**config.mk**
```make
export PLATFORM = sky130hd
export DESIGN_NAME = pipe_hazard_ctrl
export DESIGN_NICKNAME = d
export VERILOG_FILES = /design/src/rtl/pipe_hazard_ctrl_pkg.sv /design/src/rtl/pipe_hazard_ctrl_md_busy_cnt.sv /design/src/rtl/pipe_hazard_ctrl.sv
export SDC_FILE = /design/constraint.sdc
export NUM_CORES = 1
export LEC_CHECK = 0
export ABC_AREA = 1
export BUFFER_PORTS_ARGS = -buffer_cell sky130_fd_sc_hd__buf_2
export CORE_ASPECT_RATIO = 0.7
export CORE_MARGIN = 2
export CORE_UTILIZATION = 39
export DETAILED_ROUTE_END_ITERATION = 7
export PLACE_DENSITY = 0.75
export SLEW_MARGIN = 20
export SYNTH_ARGS = -nofsm -noshare
export SYNTH_HDL_FRONTEND = slang
export SYNTH_SLANG_ARGS = --single-unit
```
**constraint.sdc**
```tcl
create_clock -name clk -period 3.9 [get_ports clk]
set_input_delay 0.78 -clock clk [delete_from_list [all_inputs] [get_ports clk]]
set_output_delay 0.78 -clock clk [all_outputs]
set_load 0.02 [all_outputs]
```
**src/rtl/pipe_hazard_ctrl_pkg.sv**
```systemverilog
// Shared constants and types for the pipeline hazard controller.
package pipe_hazard_ctrl_pkg;

  // A Tuse of 3 marks an operand that is never read.
  localparam logic [1:0] TUSE_NONE = 2'd3;

  // Default multiply/divide unit occupancy after issue.
  localparam int MULT_LAT_DEFAULT = 5;
  localparam int DIV_LAT_DEFAULT  = 10;
  localparam int CNT_W_DEFAULT    = 4;

  // Exception handler entry point loaded by the pipeline registers on Req.
  localparam logic [31:0] EXCPC = 32'h0000_4180;

  typedef enum logic {
    MD_IDLE = 1'b0,
    MD_BUSY = 1'b1
  } md_state_e;

endpackage

```
**src/rtl/pipe_hazard_ctrl_md_busy_cnt.sv**
```systemverilog
// Multiply/divide unit occupancy tracker: IDLE/BUSY FSM plus a busy down-counter.
//
//   state   | meaning
//   --------+--------------------------------------------------------------
//   MD_IDLE | unit free, counter is 0
//   MD_BUSY | unit occupied; leaves when the counter reaches 1
module pipe_hazard_ctrl_md_busy_cnt
  import pipe_hazard_ctrl_pkg::*;
#(
  parameter int MULT_LAT = MULT_LAT_DEFAULT,
  parameter int DIV_LAT  = DIV_LAT_DEFAULT,
  parameter int CNT_W    = CNT_W_DEFAULT
) (
  input  logic i_clk,
  input  logic i_reset,
  input  logic i_start,
  input  logic i_is_div,
  output logic o_busy
);

  md_state_e        r_state;
  md_state_e        w_state_nxt;
  logic [CNT_W-1:0] r_cnt;
  logic [CNT_W-1:0] w_cnt_nxt;

  // State and counter registers with synchronous reset.
  always_ff @(posedge i_clk) begin
    if (i_reset) begin
      r_state <= MD_IDLE;
      r_cnt   <= '0;
    end else begin
      r_state <= w_state_nxt;
      r_cnt   <= w_cnt_nxt;
    end
  end

  // Next state: a start always (re)loads the latency, so the last start wins.
  always_comb begin
    w_state_nxt = r_state;
    w_cnt_nxt   = r_cnt;
    if (i_start) begin
      w_state_nxt = MD_BUSY;
      w_cnt_nxt   = i_is_div ? CNT_W'(DIV_LAT) : CNT_W'(MULT_LAT);
    end else if (r_state == MD_BUSY) begin
      if (r_cnt == CNT_W'(1)) begin
        w_state_nxt = MD_IDLE;
        w_cnt_nxt   = '0;
      end else begin
        w_cnt_nxt = r_cnt - CNT_W'(1);
      end
    end
  end

  // Busy is visible in the start cycle itself; forced low while in reset.
  assign o_busy = ((r_state == MD_BUSY) | i_start) & ~i_reset;

endmodule

```
**src/rtl/pipe_hazard_ctrl.sv**
```systemverilog
// Pipeline stall / bubble / flush sequencing for the 5-stage pipeline.
// Optional stall statistics counters are built when PIPE_STALL_STAT_EN is defined.
module pipe_hazard_ctrl
  import pipe_hazard_ctrl_pkg::*;
#(
  parameter int MULT_LAT = MULT_LAT_DEFAULT,
  parameter int DIV_LAT  = DIV_LAT_DEFAULT,
  parameter int CNT_W    = CNT_W_DEFAULT   // must hold max(MULT_LAT, DIV_LAT)
) (
  input  logic        clk,
  input  logic        reset,
  input  logic [4:0]  D_rs_addr,
  input  logic [4:0]  D_rt_addr,
  input  logic [1:0]  D_tuse_rs,
  input  logic [1:0]  D_tuse_rt,
  input  logic [4:0]  E_waddr,
  input  logic [1:0]  E_tnew,
  input  logic [4:0]  M_waddr,
  input  logic [1:0]  M_tnew,
  input  logic        D_is_md,
  input  logic        E_md_start,
  input  logic        E_md_is_div,
  input  logic        D_eret,
  input  logic        E_mtc0_epc,
  input  logic        M_mtc0_epc,
  input  logic        Req,
`ifdef PIPE_STALL_STAT_EN
  output logic [31:0] stall_cnt,
  output logic [31:0] md_stall_cnt,
`endif
  output logic        PC_en,
  output logic        FD_en,
  output logic        FD_clr,
  output logic        DE_clr,
  output logic        md_busy,
  output logic        md_start_ok
);

  logic w_rs_stall;
  logic w_rt_stall;
  logic w_reg_stall;
  logic w_md_stall;
  logic w_epc_stall;
  logic w_stall_raw;
  logic w_stall;
  logic w_md_busy;
  logic w_md_start_ok;

  // Register hazards: a producer in E or M whose result arrives too late.
  always_comb begin
    w_rs_stall = 1'b0;
    w_rt_stall = 1'b0;
    if (D_rs_addr != 5'd0 && D_tuse_rs != TUSE_NONE) begin
      w_rs_stall = ((D_rs_addr == E_waddr) && (E_tnew > D_tuse_rs)) ||
                   ((D_rs_addr == M_waddr) && (M_tnew > D_tuse_rs));
    end
    if (D_rt_addr != 5'd0 && D_tuse_rt != TUSE_NONE) begin
      w_rt_stall = ((D_rt_addr == E_waddr) && (E_tnew > D_tuse_rt)) ||
                   ((D_rt_addr == M_waddr) && (M_tnew > D_tuse_rt));
    end
  end

  assign w_reg_stall   = w_rs_stall | w_rt_stall;
  assign w_md_start_ok = E_md_start & ~Req & ~reset;
  assign w_md_stall    = D_is_md & w_md_busy;
  assign w_epc_stall   = D_eret & (E_mtc0_epc | M_mtc0_epc);
  assign w_stall_raw   = w_reg_stall | w_md_stall | w_epc_stall;
  // Req outranks every hazard: the pipeline flushes to EXCPC instead.
  assign w_stall       = w_stall_raw & ~Req & ~reset;

  pipe_hazard_ctrl_md_busy_cnt #(
    .MULT_LAT (MULT_LAT),
    .DIV_LAT  (DIV_LAT),
    .CNT_W    (CNT_W)
  ) u_md_busy_cnt (
    .i_clk    (clk),
    .i_reset  (reset),
    .i_start  (w_md_start_ok),
    .i_is_div (E_md_is_div),
    .o_busy   (w_md_busy)
  );

  assign PC_en       = ~w_stall;
  assign FD_en       = ~w_stall;
  assign DE_clr      = w_stall;
  assign FD_clr      = D_eret & ~w_stall_raw & ~Req & ~reset;
  assign md_busy     = w_md_busy;
  assign md_start_ok = w_md_start_ok;

`ifdef PIPE_STALL_STAT_EN
  logic [31:0] r_stall_cnt;
  logic [31:0] r_md_stall_cnt;

  // Stall statistics; w_stall already excludes Req and reset cycles.
  always_ff @(posedge clk) begin
    if (reset) begin
      r_stall_cnt    <= '0;
      r_md_stall_cnt <= '0;
    end else begin
      if (w_stall) begin
        r_stall_cnt <= r_stall_cnt + 32'd1;
      end
      if (w_stall && w_md_stall && !w_reg_stall && !w_epc_stall) begin
        r_md_stall_cnt <= r_md_stall_cnt + 32'd1;
      end
    end
  end

  assign stall_cnt    = r_stall_cnt;
  assign md_stall_cnt = r_md_stall_cnt;
`endif

endmodule
```
==> report_table.html <==
<table>
<tr><th>Metric</th><th>Value</th></tr>
<tr><th colspan="2">Setup path</th></tr>
<tr><td>Worst endpoint data arrival time</td><td>2.04 ns</td></tr>
<tr><td>Launching element of the worst setup path</td><td>E_tnew[0]</td></tr>
<tr><td>Required @ worst endpoint</td><td>3.12 ns</td></tr>
<tr><td>Worst setup SP type</td><td>primary input</td></tr>
<tr><td>Worst setup EP type</td><td>output pin</td></tr>
<tr><td>Top cell by count, worst path</td><td>nand2_1</td></tr>
<tr><td>Length in cells of the worst reg-to-reg path</td><td>5</td></tr>
<tr><td>Largest driver fanout on the critical path</td><td>3</td></tr>
<tr><td>Cell with the largest stage delay on the worst path</td><td>ha_1</td></tr>
<tr><td>Crit Path Category</td><td>primary input to output pin</td></tr>
<tr><td>Crit path largest cell delay</td><td>0.24 ns</td></tr>
<tr><td>Reg2Reg Launch Point</td><td>u_md_busy_cnt.r_cnt[0]</td></tr>
<tr><td>Critical Path, Cell by Cell</td><td>buf_2 -&gt; inv_1 -&gt; ha_1 -&gt; nand2_1 -&gt; o21ai_0 -&gt; nor2_1 -&gt; nand3_1 -&gt; nand2_1 -&gt; nand2_1 -&gt; nand3_2 -&gt; nand2_1 -&gt; inv_1 -&gt; buf_2</td></tr>
<tr><th colspan="2">Global routing</th></tr>
<tr><td>Total track usage</td><td>19.6%</td></tr>
<tr><td>Global-route wire length before repair</td><td>4300 um</td></tr>
<tr><td>Number of global-route vias before repair</td><td>994</td></tr>
<tr><td>Maximum number of pins on one net before global-route repair</td><td>7</td></tr>
<tr><td>Antenna violations before repair</td><td>0</td></tr>
<tr><td>GRT Residual Overflow</td><td>0</td></tr>
<tr><th colspan="2">Synthesis</th></tr>
<tr><td>Fraction of synthesis flops using an asynchronous set or reset pin</td><td>0%</td></tr>
<tr><td>Net count after synthesis</td><td>221</td></tr>
<tr><td>Prevailing post-synth register cell</td><td>dfxtp_1</td></tr>
<tr><td>Post-synthesis cell type with the largest combined area</td><td>nand2_1</td></tr>
<tr><td>Total of flip-flops plus latches after synthesis</td><td>5</td></tr>
<tr><td>Most frequently used cell type in the post-synthesis netlist</td><td>nand2_1</td></tr>
<tr><td>Post-synth design cell area</td><td>931 sq um</td></tr>
<tr><td>Cell types with the highest counts after synthesis</td><td>61 x nand2_1, 41 x inv_1, 12 x nand3_1, 12 x nor2_1, 10 x ha_1</td></tr>
<tr><td>Sequential fraction of the synthesis area</td><td>10.8%</td></tr>
<tr><td>Synth cell types</td><td>21</td></tr>
<tr><td>Leading post-synthesis cells by cell area</td><td>nand2_1 25%, inv_1 17%, ha_1 13%</td></tr>
<tr><td>Count of flip-flops with a built-in enable after synthesis</td><td>0</td></tr>
<tr><td>Gate Count Post-Synth</td><td>174</td></tr>
<tr><td>Area share of the largest cell type after synthesis</td><td>24.6%</td></tr>
<tr><td>Warning count from the yosys run</td><td>0</td></tr>
<tr><td>Avg Cell Area, Syn</td><td>5.35 sq um</td></tr>
<tr><th colspan="2">Finish</th></tr>
<tr><td>Area growth syn-to-layout</td><td>28.9%</td></tr>
<tr><td>Sequential standard cell area</td><td>100 sq um</td></tr>
<tr><td>Number of cells in the finished layout apart from fillers</td><td>251</td></tr>
<tr><td>Number of filler instances in the final layout</td><td>235</td></tr>
<tr><td>Multi-input gate area</td><td>663 sq um</td></tr>
<tr><td>Antenna Cells</td><td>0</td></tr>
<tr><td>Total non-filler cell area in the finished layout</td><td>0.00120 sq mm</td></tr>
<tr><td>Final-stage net count</td><td>267</td></tr>
<tr><td>Share of layout cells above drive strength 1</td><td>23.7%</td></tr>
<tr><th colspan="2">STA</th></tr>
<tr><td>Share of the clock period used by the worst path</td><td>72.2%</td></tr>
<tr><td>Slew Viols, Final</td><td>0</td></tr>
<tr><td>Fin. Hold Viols</td><td>0</td></tr>
<tr><td>Worst slew slack as a fraction of its limit</td><td>88.8%</td></tr>
<tr><td>Maximum clock frequency</td><td>0.355 GHz</td></tr>
<tr><td>Final total negative setup slack</td><td>0 ns</td></tr>
<tr><td>Final clock skew</td><td>0.00125 ns</td></tr>
<tr><td>Final period demand of the worst path</td><td>2.82 ns</td></tr>
<tr><td>Setup WS post-layout</td><td>1.08 ns</td></tr>
<tr><td>RSZ-0062 raised after global routing</td><td>no</td></tr>
<tr><td>Transition time of the tightest slew-check pin</td><td>0.166 ns</td></tr>
<tr><td>Final number of setup-violating endpoints</td><td>0</td></tr>
<tr><th colspan="2">CTS</th></tr>
<tr><td>CTS Root Cell</td><td>clkbuf_4</td></tr>
<tr><td>CTS tree</td><td>done</td></tr>
<tr><td>Post-cts repair resize count</td><td>0</td></tr>
<tr><td>Clock slew at reported path FFs</td><td>0.04 ns</td></tr>
<tr><td>Clk buf depth</td><td>2</td></tr>
<tr><td>Total clock sinks</td><td>5</td></tr>
<tr><td>Clock latency on the worst-skew pair</td><td>0.25 ns</td></tr>
<tr><td>Hold-fix buffers, CTS</td><td>0</td></tr>
<tr><td>TritonCTS Buffers</td><td>3</td></tr>
<tr><td>Number of buffers added for setup after CTS</td><td>0</td></tr>
<tr><td>Deepest level of the CTS H-tree</td><td>1</td></tr>
<tr><th colspan="2">Detailed routing</th></tr>
<tr><td>Avg Vias per Cell</td><td>4.41</td></tr>
<tr><td>Routed WL per cell</td><td>9.68 um</td></tr>
<tr><td>Overall via count from detail_route</td><td>1106</td></tr>
<tr><td>Initial drt markers</td><td>66</td></tr>
<tr><td>Count of antenna-violating nets left after detailed routing</td><td>0</td></tr>
<tr><td>Post-detailed-route DRC marker count</td><td>0</td></tr>
<tr><td>Initial DRT Pass Iterations</td><td>4</td></tr>
<tr><td>Total routed wirelength</td><td>2430 um</td></tr>
<tr><th colspan="2">Die</th></tr>
<tr><td>Total Die Area</td><td>0.00280 sq mm</td></tr>
<tr><td>Boundary pin count</td><td>43</td></tr>
<tr><td>Placement row count</td><td>14</td></tr>
<tr><td>X dimension of the die</td><td>62.4 um</td></tr>
<tr><td>Floorplan Core Area</td><td>0.00221 sq mm</td></tr>
<tr><td>Starting utilization of the core area</td><td>42.2%</td></tr>
<tr><td>Die height</td><td>44.9 um</td></tr>
<tr><th colspan="2">Run</th></tr>
<tr><td>Max-cap violations</td><td>0</td></tr>
<tr><th colspan="2">Worst hold path</th></tr>
<tr><td>Number of stages on the worst hold path</td><td>2</td></tr>
<tr><td>Hold path start</td><td>u_md_busy_cnt.r_cnt[1]</td></tr>
<tr><td>Kind of path behind the tightest hold check</td><td>register to register</td></tr>
<tr><th colspan="2">Placed design</th></tr>
<tr><td>Number of port buffers</td><td>42</td></tr>
<tr><td>Place WS</td><td>1.10 ns</td></tr>
<tr><td>Instance area at placement</td><td>0.00117 sq mm</td></tr>
<tr><td>Placed insts</td><td>247</td></tr>
<tr><td>Half-perimeter wire length after placement</td><td>2120 um</td></tr>
<tr><td>RD Place Congestion</td><td>0.899</td></tr>
<tr><th colspan="2">Power and ir drop</th></tr>
<tr><td>Leak Pwr</td><td>0.762 nW</td></tr>
<tr><td>PD cells</td><td>197 mW/mm^2</td></tr>
<tr><td>Tot Pwr</td><td>0.000236 W</td></tr>
<tr><td>Peak VDD IR</td><td>65.4 uV</td></tr>
<tr><th colspan="2">Status</th></tr>
<tr><td>Outcome</td><td>complete, no violations</td></tr>
</table>
## power breakdown
group / total [W] / internal (W) / leakage, nW / switching, W
combinational: 0.000114 / 0.0000476 / 0.706 / 0.0000669
sequential: 0.0000582 / 0.0000556 / 0.0410 / 0.00000264
clock: 0.0000633 / 0.0000389 / 0.0150 / 0.0000245
## sequential cells by signal, summed over array words and instances (netlist names)
signal,flops
u_md_busy_cnt.r_cnt,4
u_md_busy_cnt.r_state,1
## metrics by stage
step	util, %	hold slack (ns)
finish	54.4	0.465
global route	54.4	0.487
CTS	54.4	0.471
detailed placement	53.2	0.466
global placement	53.2	0.458
floorplan	-	0.437
## cells in the final DEF (no fill, tap or decap)
cell | Yosys | routed
buf_2 | 0 | 42
nand2_4 | 1 | 1
a21oi_2 | 1 | 1
xor2_1 | 4 | 4
clkbuf_4 | 0 | 3
nand2_2 | 1 | 1
nand2_1 | 61 | 61
ha_1 | 10 | 10
a22oi_1 | 1 | 1
clkbuf_1 | 0 | 1
o21ai_0 | 5 | 5
nand3_1 | 12 | 12
nand3_2 | 1 | 1
a21oi_1 | 9 | 9
nand4_1 | 2 | 2
nor2_2 | 2 | 2
a31oi_1 | 1 | 1
dfxtp_1 | 5 | 5
xnor2_1 | 1 | 1
o21a_1 | 2 | 2
inv_4 | 1 | 1
inv_1 | 41 | 41
nor2_1 | 12 | 12
## metal layers
metal / global-route usage (%) / vias to the layer above / share of wire, %
li1: - / 618 / -
met1: 30.3 / 449 / 56
met2: 28.3 / 39 / 36
met3: 4.49 / 0 / 7.6
met4: 2.67 / 0 / 0
met5: 0 / - / 0
## critical path: cells and delay by family
family / cells / cell delay (ns)
buffers and inverters: 4 / 0.39
AOI/OAI and AO/OA: 1 / 0.07
adders and majority gates: 1 / 0.24
and+or+nand+nor: 7 / 0.55
## kinds of logic after synthesis
kind of cell    count (synthesis)  share of synthesized area [%]
compound gates                 19                           11.6
xor+xnor                        5                           4.70
fa+ha+maj                      10                           13.4
buf+inv                        43                           18.0
flops                           5                           10.8
simple gates                   92                           41.5
## path summary, 6_finish.rpt
| path | endpoint | slack (ns) |
|---|---|---|
| max | DE_clr | 1.08 |
| min | u_md_busy_cnt.r_cnt[1] | 0.46 |
| max reg2reg | u_md_busy_cnt.r_cnt[1] | 2.77 |
| min reg2reg | u_md_busy_cnt.r_cnt[1] | 0.46 |
## area by class of cell
| cell class | instances | share of cell area [%] |
|---|---|---|
| multi-input combinational | 126 | 55.3 |
| timing repair buffer | 42 | 17.5 |
| inverter | 42 | 13.3 |
| sequential | 5 | 8.34 |
| tap | 32 | 3.34 |
| clock buffer | 4 | 2.19 |
No activity file was read; power rests on OpenSTA's default activity.
